`src/rtl/div_recon_pkg.sv`:
```
// Shared types and width helpers for the divider result reconstructor.
package div_recon_pkg;

   typedef enum logic [1:0] {
      IDLE = 2'd0,
      MUL  = 2'd1,
      SQR  = 2'd2,
      DONE = 2'd3
   } state_e;

   localparam int W_DEF   = 8;
   localparam int NW      = 2*W_DEF;
   localparam int EW      = 2*W_DEF + 1;
   localparam int SW      = 4*W_DEF;
   localparam int MUL_CYC = W_DEF;
   localparam int SQR_CYC = 2*W_DEF;

   function automatic int nw_of(input int w);
      return 2*w;
   endfunction

   function automatic int ew_of(input int w);
      return 2*w + 1;
   endfunction

   function automatic int sw_of(input int w);
      return 4*w;
   endfunction

endpackage

```
`src/rtl/div_result_reconstructor_seq_mul.sv`:
```
// Sequential shift-add multiplier: one multiplier bit per cycle, LSB first,
// accumulator preloaded on start; product is valid in the cycle done is high.
module seq_shift_add_mul
   import div_recon_pkg::*;
#(
   parameter int AW = 8,
   parameter int BW = 8,
   parameter int PW = AW + BW
) (
   input  logic          clk,
   input  logic          rst_n,
   input  logic          start,
   input  logic [AW-1:0] a,
   input  logic [BW-1:0] b,
   input  logic [PW-1:0] preload,
   output logic          busy,
   output logic          done,
   output logic [PW-1:0] product
);

   localparam int CW = (BW > 1) ? $clog2(BW) : 1;

   logic [PW-1:0] a_sh;
   logic [PW-1:0] acc;
   logic [PW-1:0] acc_nxt;
   logic [BW-1:0] b_sh;
   logic [CW-1:0] cnt;

   // The last partial product is folded in combinationally so the result is
   // available in the final busy cycle rather than one cycle later.
   assign acc_nxt = b_sh[0] ? acc + a_sh : acc;
   assign done    = busy && (cnt == CW'(BW-1));
   assign product = acc_nxt;

   always_ff @(posedge clk or negedge rst_n) begin
      if (!rst_n) begin
         a_sh <= '0;
         b_sh <= '0;
         acc  <= '0;
         cnt  <= '0;
         busy <= 1'b0;
      end else if (start) begin
         a_sh <= PW'(a);
         b_sh <= b;
         acc  <= preload;
         cnt  <= '0;
         busy <= 1'b1;
      end else if (busy) begin
         acc  <= acc_nxt;
         a_sh <= a_sh << 1;
         b_sh <= b_sh >> 1;
         cnt  <= cnt + 1'b1;
         if (done) busy <= 1'b0;
      end
   end

endmodule

```
`src/rtl/div_result_reconstructor_seq.sv`:
```
// Rebuilds n = q*d + r from a divider's outputs, forms the error and its square,
// and keeps saturating sum-of-squared-error and sample counters.
module div_result_reconstructor_seq
   import div_recon_pkg::*;
#(
   parameter int W     = 8,
   parameter int ACC_W = 48,
   parameter int CNT_W = 32
) (
   input  logic             clk,
   input  logic             rst_n,
   input  logic             in_valid,
   output logic             in_ready,
   input  logic [2*W-1:0]   n,
   input  logic [W-1:0]     d,
   input  logic [W-1:0]     q,
   input  logic [W-1:0]     r,
   output logic             out_valid,
   input  logic             out_ready,
   output logic [2*W-1:0]   n_rec,
   output logic [2*W:0]     err,
   output logic [4*W-1:0]   sq_err,
   output logic             div0,
   input  logic             clear,
   output logic [ACC_W-1:0] sse,
   output logic [CNT_W-1:0] count
);

   localparam int NB = nw_of(W);
   localparam int EB = ew_of(W);
   localparam int SB = sw_of(W);

   state_e        state;
   logic [NB-1:0] n_r;
   logic          div0_r;
   logic [NB-1:0] nrec_p;
   logic [EB-1:0] err_p;

   logic          mul_start, mul_busy, mul_done;
   logic [NB-1:0] mul_p;
   logic          sq_start, sq_busy, sq_done;
   logic [SB-1:0] sq_p;

   logic [EB-1:0] err_c;
   logic [EB-1:0] err_neg;
   logic [NB-1:0] abs_err;

   logic             fire_in, fire_out;
   logic [ACC_W-1:0] sse_base, sse_nxt;
   logic [ACC_W:0]   sse_sum;
   logic [CNT_W-1:0] cnt_base, cnt_nxt;

   assign in_ready  = (state == IDLE) && !mul_busy && !sq_busy;
   assign out_valid = (state == DONE);
   assign fire_in   = in_valid && in_ready;
   assign fire_out  = out_valid && out_ready;

   // The product multiplier reads the ports directly so MUL starts on the
   // acceptance edge; n is kept for the error subtraction.
   assign mul_start = fire_in;

   seq_shift_add_mul #(.AW(W), .BW(W), .PW(NB)) u_mul (
      .clk     (clk),
      .rst_n   (rst_n),
      .start   (mul_start),
      .a       (d),
      .b       (q),
      .preload (NB'(r)),
      .busy    (mul_busy),
      .done    (mul_done),
      .product (mul_p)
   );

   // |err| always fits in 2*W bits: err lies in [-(2^(2W)-1), q*d+r max].
   assign err_c   = {1'b0, mul_p} - {1'b0, n_r};
   assign err_neg = -err_c;
   assign abs_err = err_c[EB-1] ? err_neg[NB-1:0] : err_c[NB-1:0];
   assign sq_start = (state == MUL) && mul_done;

   seq_shift_add_mul #(.AW(NB), .BW(NB), .PW(SB)) u_sqr (
      .clk     (clk),
      .rst_n   (rst_n),
      .start   (sq_start),
      .a       (abs_err),
      .b       (abs_err),
      .preload ('0),
      .busy    (sq_busy),
      .done    (sq_done),
      .product (sq_p)
   );

   always_ff @(posedge clk or negedge rst_n) begin
      if (!rst_n) begin
         state  <= IDLE;
         n_r    <= '0;
         div0_r <= 1'b0;
         nrec_p <= '0;
         err_p  <= '0;
         n_rec  <= '0;
         err    <= '0;
         sq_err <= '0;
         div0   <= 1'b0;
      end else begin
         case (state)
            IDLE: if (fire_in) begin
               n_r    <= n;
               div0_r <= (d == '0);
               state  <= MUL;
            end
            MUL: if (mul_done) begin
               nrec_p <= mul_p;
               err_p  <= err_c;
               state  <= SQR;
            end
            // Visible outputs change only here, so a discarded sample never leaks out.
            SQR: if (sq_done) begin
               n_rec  <= nrec_p;
               err    <= err_p;
               sq_err <= sq_p;
               div0   <= div0_r;
               state  <= DONE;
            end
            DONE: if (out_ready) state <= IDLE;
            default: state <= IDLE;
         endcase
      end
   end

   // Clear zeroes the base first, so clear with a handshake yields one fresh sample.
   assign sse_base = clear ? '0 : sse;
   assign cnt_base = clear ? '0 : count;
   assign sse_sum  = {1'b0, sse_base} + (ACC_W+1)'(sq_err);
   assign sse_nxt  = sse_sum[ACC_W] ? {ACC_W{1'b1}} : sse_sum[ACC_W-1:0];
   assign cnt_nxt  = (&cnt_base) ? cnt_base : cnt_base + CNT_W'(1);

   always_ff @(posedge clk or negedge rst_n) begin
      if (!rst_n) begin
         sse   <= '0;
         count <= '0;
      end else if (fire_out) begin
         sse   <= sse_nxt;
         count <= cnt_nxt;
      end else if (clear) begin
         sse   <= '0;
         count <= '0;
      end
   end

endmodule

```
`config.mk`:
```
export PLATFORM = sky130hd
export DESIGN_NAME = div_result_reconstructor_seq
export DESIGN_NICKNAME = d
export VERILOG_FILES = /design/src/rtl/div_recon_pkg.sv /design/src/rtl/div_result_reconstructor_seq_mul.sv /design/src/rtl/div_result_reconstructor_seq.sv
export SDC_FILE = /design/constraint.sdc
export NUM_CORES = 1
export LEC_CHECK = 0
export BUFFER_PORTS_ARGS = -buffer_cell sky130_fd_sc_hd__buf_2
export CAP_MARGIN = 20
export CORE_UTILIZATION = 65
export CTS_CLUSTER_DIAMETER = 200
export DETAILED_ROUTE_END_ITERATION = 7
export HOLD_SLACK_MARGIN = 0.08
export PLACE_DENSITY = 0.87
export REMOVE_ABC_BUFFERS = 1
export SLEW_MARGIN = 20
export SYNTH_ARGS = -nofsm -noshare
export SYNTH_HDL_FRONTEND = slang
export SYNTH_SLANG_ARGS = --single-unit
```
`constraint.sdc`:
```
create_clock -name clk -period 9.64 [get_ports clk]
set_clock_uncertainty 0.15 [all_clocks]
set_input_delay 0.482 -clock clk [delete_from_list [all_inputs] [get_ports clk]]
set_output_delay 0.482 -clock clk [all_outputs]
set_load 0.01 [all_outputs]
```
* After elaboration in Yosys (flattened, before gate mapping)
Index checks and enable logic that the tools add are counted.
Storage, ports and cells: register bits 327, input bits 45, output and inout port bits 148
Operators by class: $add $sub $neg 8, equality and inequality tests 9, multiplexer cells 36, reduce and logical (&&, ||, !) cells 18
Operators by type and width (count):
- 2-to-1 mux 32 bit | 8
- 2-to-1 mux 48 bit | 3
- 2-to-1 mux 16 bit | 8
- adder 48 x 32 -> 49 bit | 1
- adder 32 x 1 -> 32 bit (second input constant) | 1
- adder 32 bit | 1
- AND reduction 32 bit | 1
- subtractor 16 x 16 -> 17 bit | 1
- adder 16 bit | 1
- 2-to-1 mux 8 bit | 2
- negation 16 bit | 1
- zero test 8 bit | 1
- 2-to-1 mux 2 bit | 4
- 2-to-1 mux 4 bit | 2
- case mux 2 bit (4 select lines) | 1
- logical AND 1 bit | 7
- 2-to-1 mux 1 bit | 6
- 2-to-1 mux 3 bit | 2
- != test 2 bit (second input constant) | 3
- AND reduction 2 bit | 3
- adder 4 x 1 -> 4 bit (second input constant) | 1
- == test 2 bit (second input constant) | 2
- == test 4 bit (second input constant) | 1
- AND reduction 4 bit | 1
- 7 further kinds | 9

* Longest topological paths before layout
Gate-level depths: netlist (run 1).
depth in word-level cells 6, gate-level depth with buffers 21

* Cells and area by module
Synthesis (run 1) repeated with hierarchy kept, for this count alone.
Unflattened totals: cell total of the unflattened synthesis 2070, area, all modules 19945.4 um^2
By module, submodules not included:
- div_result_reconstructor_seq | times used 1, cells an instance 1126, area an instance 11084.4 um^2, seq. area each 4954.8 um^2
- seq_shift_add_mul at u_sqr | times used 1, cells an instance 629, area an instance 5914.4 um^2, seq. area each 2127.0 um^2
- seq_shift_add_mul at u_mul | times used 1, cells an instance 315, area an instance 2946.6 um^2, seq. area each 1101.1 um^2

* Worst setup path before layout (run 1)
No wires, ideal clock.
kind reg-to-reg, from reg u_mul.acc[0], to reg u_sqr.a_sh[15], data arrival time 4.208 ns, required time 9.363 ns, path slack 5.155 ns, cell stages (with the launch flop) 22, period minus slack after synthesis 4.485 ns, path through dfrtp_1 -> ha_1 -> inv_1 -> fa_1 -> nor2b_1 -> o21a_1 -> o21ai_0 -> nand2b_1 -> a21oi_1 -> xnor2_1 -> mux2i_1 -> inv_1 -> ha_1 -> o21ai_0 -> o21bai_1 -> o211ai_1 -> o221a_4 -> or3b_4 -> or3_4 -> o41ai_2 -> xor2_1 -> a21oi_1
On the way: longest elaborated chain between the ends 6
Ends and longest elaborated chain:
- start: declaration | RTL line div_result_reconstructor_seq_mul.sv:24 | logic [PW-1:0] acc;
- start signal: assignment | RTL line div_result_reconstructor_seq_mul.sv:45 | acc <= preload;
- start signal: assignment | RTL line div_result_reconstructor_seq_mul.sv:49 | acc <= acc_nxt;
- adder 16 bit * | RTL line div_result_reconstructor_seq_mul.sv:31 | assign acc_nxt = b_sh[0] ? acc + a_sh : acc;
- 2-to-1 mux 16 bit * | RTL line div_result_reconstructor_seq_mul.sv:31
- named net mul_p[6] | RTL line div_result_reconstructor_seq.sv:40 | logic [NB-1:0] mul_p;
- subtractor 16 x 16 -> 17 bit * | RTL line div_result_reconstructor_seq.sv:75 | assign err_c = {1'b0, mul_p} - {1'b0, n_r};
- negation 16 bit | RTL line div_result_reconstructor_seq.sv:76 | assign err_neg = -err_c;
- 2-to-1 mux 16 bit * | RTL line div_result_reconstructor_seq.sv:77 | assign abs_err = err_c[EB-1] ? err_neg[NB-1:0] : err_c[NB-1:0];
- 2-to-1 mux 32 bit * | RTL line div_result_reconstructor_seq_mul.sv:42 | end else if (start) begin
- end signal: assignment | RTL line div_result_reconstructor_seq_mul.sv:43 | a_sh <= PW'(a);
- end signal: assignment | RTL line div_result_reconstructor_seq_mul.sv:50 | a_sh <= a_sh << 1;
- end: declaration | RTL line div_result_reconstructor_seq_mul.sv:23 | logic [PW-1:0] a_sh;
The timed path passes the listed nets; every way through them passes the cells marked *. A chain may end at the register's enable or synchronous reset.

* Worst setup path in the final report (run 1)
Same ends and word-level chain as after synthesis.

==> run metrics, run 1 <==
outcome=finished clean; initial antenna violation count=0; DR pass1 iterations=6; final setup vio count=0; Die Width=174 um; 1st-iter DRT viols=1235; synth-to-layout area growth=14.6%; period utilization=0.540; Buffers on Ports=between 150 and 200; Initial Util=0.665; Final HPWL DP=32600 um; crit-path max FO=4; Residual DRC=0; Worst Hold Class=input port to asynchronous set/reset pin; clock tree buffer depth=3; row count=62; non-filler cells, final=2744; Slew headroom=0.334; FMAX=between 150 and 200 MHz; Pwr Total=between 6 and 7 mW; final core utilization=0.762; first-pass GRT wire length=81300 um; setup_tns=0 ns; Vias=16.8k; kind of end point of the critical path=flip-flop; largest net degree at the start of global routing=134; Comb power frac=0.497; core area=28900 um^2; Seq/Total Area, Yosys=0.426; final wirelength=48900 um; startpoint types=flip-flop; switching part of the total power=0.417; Mapped Area=between 15000 and 20000 um^2; # fillers=2030; number of global-route vias before repair=16.8k; layout cells sized above 1=0.131; cells after synthesis=between 2k and 2.5k; Ant. Diodes=0; All-Layer GR Usage=0.325; max_cap viols=0; Max Slew Vio Count=0; unrepaired setup endpoints after global routing=false; clk slew on worst S/H paths=0.07 ns; CP Class=flip-flop to flip-flop; Final nets=2488; synth unique cells=between 80 and 90; most frequent cells in the layout=397 x nand2_1, 325 x dfrtp_1, 191 x buf_2; crit path DAT=roughly 5.4 ns; ys flop type=dfrtp_1; clock insertion delay at the later pin of the skew report=0.54 ns; Flop pwr share=0.299; DR WL/cell=17.8 um; worst ir drop on vdd=197 uV; Inserted Clock Buffers=35; Synth Warn #=0; ANT nets after route=0; grt total ovfl=0; maximum level of the CTS H-tree=2; dpl cells=approximately 2.6k; die height=174 um; worst slew pin tran=0.998 ns; crit path time final=5.21 ns; Leakage=10.7 nW; Root Buffer Master=clkbuf_16; syn avg cell area=8.95 um^2; NetSw=about 2.7 mW; register area=8190 um^2; CTS sink cnt=327; CTS tree=built; Worst EP required=9.85 ns; die area=between 30000 and 40000 um^2; EDFF count, synth=0; cell internal pwr=3.85 mW; # resized after CTS=0; io pins=a little under 200; multi-input logic area=between 10000 and 15000 um^2; most common cell after layout, fill and taps aside=nand2_1; synthesis-stage register bit count=around 330; GP Congestion=0.938; pwr/cell area=300 nW/um^2; Hold Vio Cnt, Final=0; Clk pwr share=0.205; DR vias/cell=6.12; post-CTS setup buffer count=0; Post-synth ARST share=1.00
==> cells by family (layout without fill, tap and decap cells) <==
| family | Yosys count | after routing | share of synthesized area |
|---|---|---|---|
| fa+ha+maj | 108 | 108 | 0.0720 |
| xor+xnor | 130 | 130 | 0.0593 |
| simple gates | 816 | 816 | 0.195 |
| buf+inv | 162 | 379 | 0.0340 |
| mux | 84 | 84 | 0.0448 |
| compound gates | 516 | 516 | 0.169 |
| flops | 327 | 327 | 0.426 |
==> critical path, stage by stage (launching register included) <==
cell      delay (ns)
dfrtp_1         0.40
ha_1            0.23
inv_1           0.07
fa_1            0.23
nor2b_1         0.07
o21a_1          0.18
o21ai_0         0.43
nand2b_1        0.12
a21oi_1         0.20
xnor2_1         0.08
mux2i_1         0.21
inv_1           0.07
ha_1            0.31
o21ai_0         0.11
o21bai_1        0.23
o211ai_1        0.21
o221a_4         0.32
or3b_4          0.41
or3_4           0.35
o41ai_2         0.34
xor2_1          0.22
a21oi_1         0.09
==> path summary, 6_finish.rpt <==
| kind | from | endpoint | slack, ns | depth (start not counted) |
|---|---|---|---|---|
| hold reg to reg | err[0] | err[0] | 0.32 | 2 |
| hold / removal | rst_n | u_sqr.acc[14] | 0.28 | 2 |
| min in group clk | out_ready | state[0] | 0.30 | 4 |
| setup reg to reg | u_mul.acc[0] | u_sqr.a_sh[15] | 4.43 | 21 |
| setup / recovery | u_mul.acc[0] | u_sqr.a_sh[15] | 4.43 | 21 |
| max in group asynchronous | rst_n | n_r[6] | 7.47 | 4 |
==> state kept, by name, summed over array words and instances (netlist names), 4 cells and up <==
register,count
nrec_p,16
u_mul.acc,16
count,32
u_mul.a_sh,16
u_sqr.cnt,4
u_mul.b_sh,8
u_sqr.acc,32
err,17
u_sqr.a_sh,32
sse,48
u_sqr.b_sh,16
sq_err,32
n_rec,16
err_p,17
n_r,16
==> layer usage <==
layer | share of wire | wire, um | track usage
met5 | 0 | 0 | 0
met4 | 0.029 | 1440 | 0.121
met3 | 0.063 | 3090 | 0.0443
met1 | 0.42 | 20400 | 0.417
met2 | 0.49 | 24000 | 0.560
==> synthesized netlist by cell type (13+ instances only) <==
cell / n / area (um^2)
mux2_2: 15 / 169
ha_1: 104 / 1300
and2_1: 21 / 131
nand4_1: 19 / 119
inv_1: 64 / 240
clkbuf_1: 71 / 267
nor2_1: 139 / 522
a21oi_1: 151 / 756
a22oi_1: 21 / 158
nor2b_1: 58 / 363
and3_1: 30 / 188
dfrtp_1: 327 / 8180
a211oi_1: 27 / 203
o21ai_0: 153 / 766
xor2_1: 65 / 569
nor3_1: 37 / 185
a21o_1: 37 / 278
o21a_1: 15 / 113
mux2i_1: 69 / 691
xnor2_1: 65 / 569
buf_1: 13 / 48.8
nand2_1: 397 / 1490
nand3_1: 47 / 235
==> final cells by class <==
cell class              instances  share of cell area
multi-input cells            1654               0.472
flip-flops and latches        327               0.372
repair buffers                251              0.0704
clock buffers                  52              0.0478
well taps                     384              0.0218
inverters                      66              0.0113
clock inverters                10             0.00449
==> per-stage QoR <==
stage	hold WS [ns]	area [um^2]	worst slack (ns)
floorplan	0.0364	18800	4.67
global placement	0.300	20400	4.52
detailed placement	0.306	20400	4.34
CTS	0.271	21900	4.56
global route	0.293	22000	4.01
finish	0.280	22000	4.43
==> power groups by stage <==
stage	clock, mW	sequential, mW	combinational (mW)
after floorplan	0	2.01	2.39
after global placement	0	1.96	3.05
after detailed placement	0	1.97	3.17
after CTS	1.36	1.96	3.22
after global routing	1.41	2.01	3.62
final	1.35	1.97	3.28
==> what timing repair did <==
action / CTS / global route
hold buffers: 41 / 0
endpoints found under the hold margin: 171 / 0
endpoints found under the setup margin: 0 / 0
Note: power is estimated with default switching activity, not from simulation.
==> inputs of run 2 (changes only) <==
--- a/config.mk
+++ b/config.mk
@@ -7,11 +7,11 @@
 export LEC_CHECK = 0
 export BUFFER_PORTS_ARGS = -buffer_cell sky130_fd_sc_hd__buf_2
 export CAP_MARGIN = 20
-export CORE_UTILIZATION = 65
+export CORE_UTILIZATION = 54
 export CTS_CLUSTER_DIAMETER = 200
 export DETAILED_ROUTE_END_ITERATION = 7
 export HOLD_SLACK_MARGIN = 0.08
-export PLACE_DENSITY = 0.87
+export PLACE_DENSITY = 0.77
 export REMOVE_ABC_BUFFERS = 1
 export SLEW_MARGIN = 20
 export SYNTH_ARGS = -nofsm -noshare
==> constraint.sdc (replaced) <==
create_clock -name clk -period 4.31 [get_ports clk]
set_clock_uncertainty 0.15 [all_clocks]
set_input_delay 0.2155 -clock clk [delete_from_list [all_inputs] [get_ports clk]]
set_output_delay 0.2155 -clock clk [all_outputs]
set_load 0.01 [all_outputs]
==> run metrics, run 2 (synthesized netlist as in run 1, its figures left out) <==
R2R depth=20; cell internal pwr=around 11 mW; worst ir drop on vdd=590 uV; Ant. Diodes=0; NetSw=7.42 mW; max_cap viols=0; maximum level of the CTS H-tree=2; Comb power frac=0.577; most frequent cells in the layout=396 x nand2_1, 325 x dfrtp_1, 191 x buf_2; r2r startpoint=u_mul.a_sh[0]; clock tree buffer depth=3; Final HPWL DP=34700 um; final setup vio count=30; CP Cell Sequence=ha_2, inv_2, fa_2, nor2b_1, o21a_1, o21ai_2, nand2b_1, a21oi_2, xnor2_1, mux2i_1, inv_1, ha_4, a2111o_1, o21a_1, o221a_4, or3b_4, or3_4, o31ai_4, xor2_2, a21oi_1; Slew headroom=0.306; startpoint types=flip-flop; DR WL/cell=~17 um; synth-to-layout area growth=23.9%; die area=36300 um^2; period utilization=1.06; setup_tns=-4.98 ns; first-pass GRT wire length=84400 um; io pins=193; clk slew on worst S/H paths=roughly 0.060 ns; largest net degree at the start of global routing=97; kind of end point of the critical path=flip-flop; Final Cell Area=23800 um^2; outcome=complete, but fails checks; Worst Hold Class=input port to asynchronous set/reset pin; core area=approximately 35000 um^2; initial antenna violation count=1; Hold Vio Cnt, Final=0; crit path time final=4.59 ns; worst setup slack after layout=-0.276 ns; grt total ovfl=0; Root Buffer Master=clkbuf_16; ANT nets after route=0; Vias=~17k; Pwr Total=roughly 18 mW; Flop pwr share=0.246; CP Class=flip-flop to flip-flop; number of global-route vias before repair=17.3k; dpl ws=-0.447 ns; CP startpoint=u_mul.a_sh[0]; failing checks=negative setup slack; 1st-iter DRT viols=915; CTS tree=built; crit path DAT=4.83 ns; most common cell after layout, fill and taps aside=nand2_1; crit-path max FO=5; Inserted Clock Buffers=36; Residual DRC=0; WHS=0.163 ns; DR pass1 iterations=7; worst slew pin tran=1.04 ns; die height=191 um; Leakage=11.5 nW; Max Slew Vio Count=0; clock insertion delay at the later pin of the skew report=around 0.53 ns; Buffers on Ports=192; All-Layer GR Usage=0.284; pwr/cell area=around 760 nW/um^2; Worst path slowest cell=or3_4; Final nets=approximately 2.6k; Most common cell on crit path=o21a_1; layout cells sized above 1=0.202; Initial Util=0.553; CTS sink cnt=327; Die Width=191 um; row count=68; Clk pwr share=0.177; GP Congestion=0.972; Largest register FFs=48; Max stage delay on crit path=0.44 ns; R2R setup slack=-0.28 ns; unrepaired setup endpoints after global routing=true; reg2reg end=u_sqr.a_sh[14]; Worst EP required=4.56 ns; DR vias/cell=5.76; switching part of the total power=0.413; Largest Register=sse; placed cell area=21300 um^2; FMAX=218 MHz; final wirelength=51100 um
[run 2: how the worst max path moves through the flow]
stage / end / slack, ns / depth (start not counted)
after floorplan: u_mul.acc[10] / -0.66 / 6
after global placement: u_sqr.a_sh[15] / -0.32 / 19
after detailed placement: u_sqr.a_sh[15] / -0.45 / 20
after CTS: u_sqr.a_sh[14] / -0.16 / 21
after global routing: u_sqr.a_sh[9] / -0.48 / 24
final: u_sqr.a_sh[14] / -0.28 / 20
[run 2: per-layer routing]
metal | GRT usage | routed length [um] | up-vias
met2 | 0.503 | 25200 | 513
met5 | 0 | 0 | -
met3 | 0.0357 | 2590 | 108
met4 | 0.0963 | 1470 | 0
met1 | 0.356 | 21900 | 8192
li1 | - | - | 8148
[run 2: what timing repair did]
| item | 4_1_cts | 5_1_grt |
|---|---|---|
| pin swaps | 27 | 20 |
| gates cloned | 3 | 0 |
| resized for setup | 76 | 32 |
| endpoints found under the hold margin | 139 | 0 |
| setup endpoints to repair | 31 | 68 |
| hold buffers | 50 | 0 |
| setup buffers | 14 | 5 |
[run 2: power by group through the flow]
stage | Clock (mW) | Sequential, mW | Combinational [mW]
global placement | 0 | 4.41 | 7.97
global route | 3.34 | 4.52 | 11.2
finish | 3.17 | 4.42 | 10.4
floorplan | 0 | 4.49 | 5.35
detailed placement | 0 | 4.45 | 8.24
CTS | 3.20 | 4.41 | 9.58
[run 2: per-stage QoR]
stage          cells  utilization
6_report        2947        0.685
5_1_grt         2947        0.685
4_1_cts         2943        0.679
3_5_place_dp    2812        0.613
3_3_place_gp    2812        0.613
2_1_floorplan   2047            -
[run 2: layout make-up]
type                            instances  area [um^2]
Fill cell                            2570        10900
Multi-Input combinational cell       1654        10900
Sequential cell                       327         8190
Timing Repair Buffer                  381         2650
Clock buffer                           54         1100
Tap cell                              455          569
Inverter                               66          248
Clock inverter                         10          118
[run 2: critical path, delay by kind of cell, from the launching register on]
family	cells	cell delay, ns
XOR/XNOR	2	0.31
multiplexers	1	0.19
buffers and inverters	2	0.14
AO/OA/AOI/OAI	8	1.54
AND/OR/NAND/NOR	4	1.04
adder cells (fa/ha/maj)	3	0.73
flip-flops	1	0.36
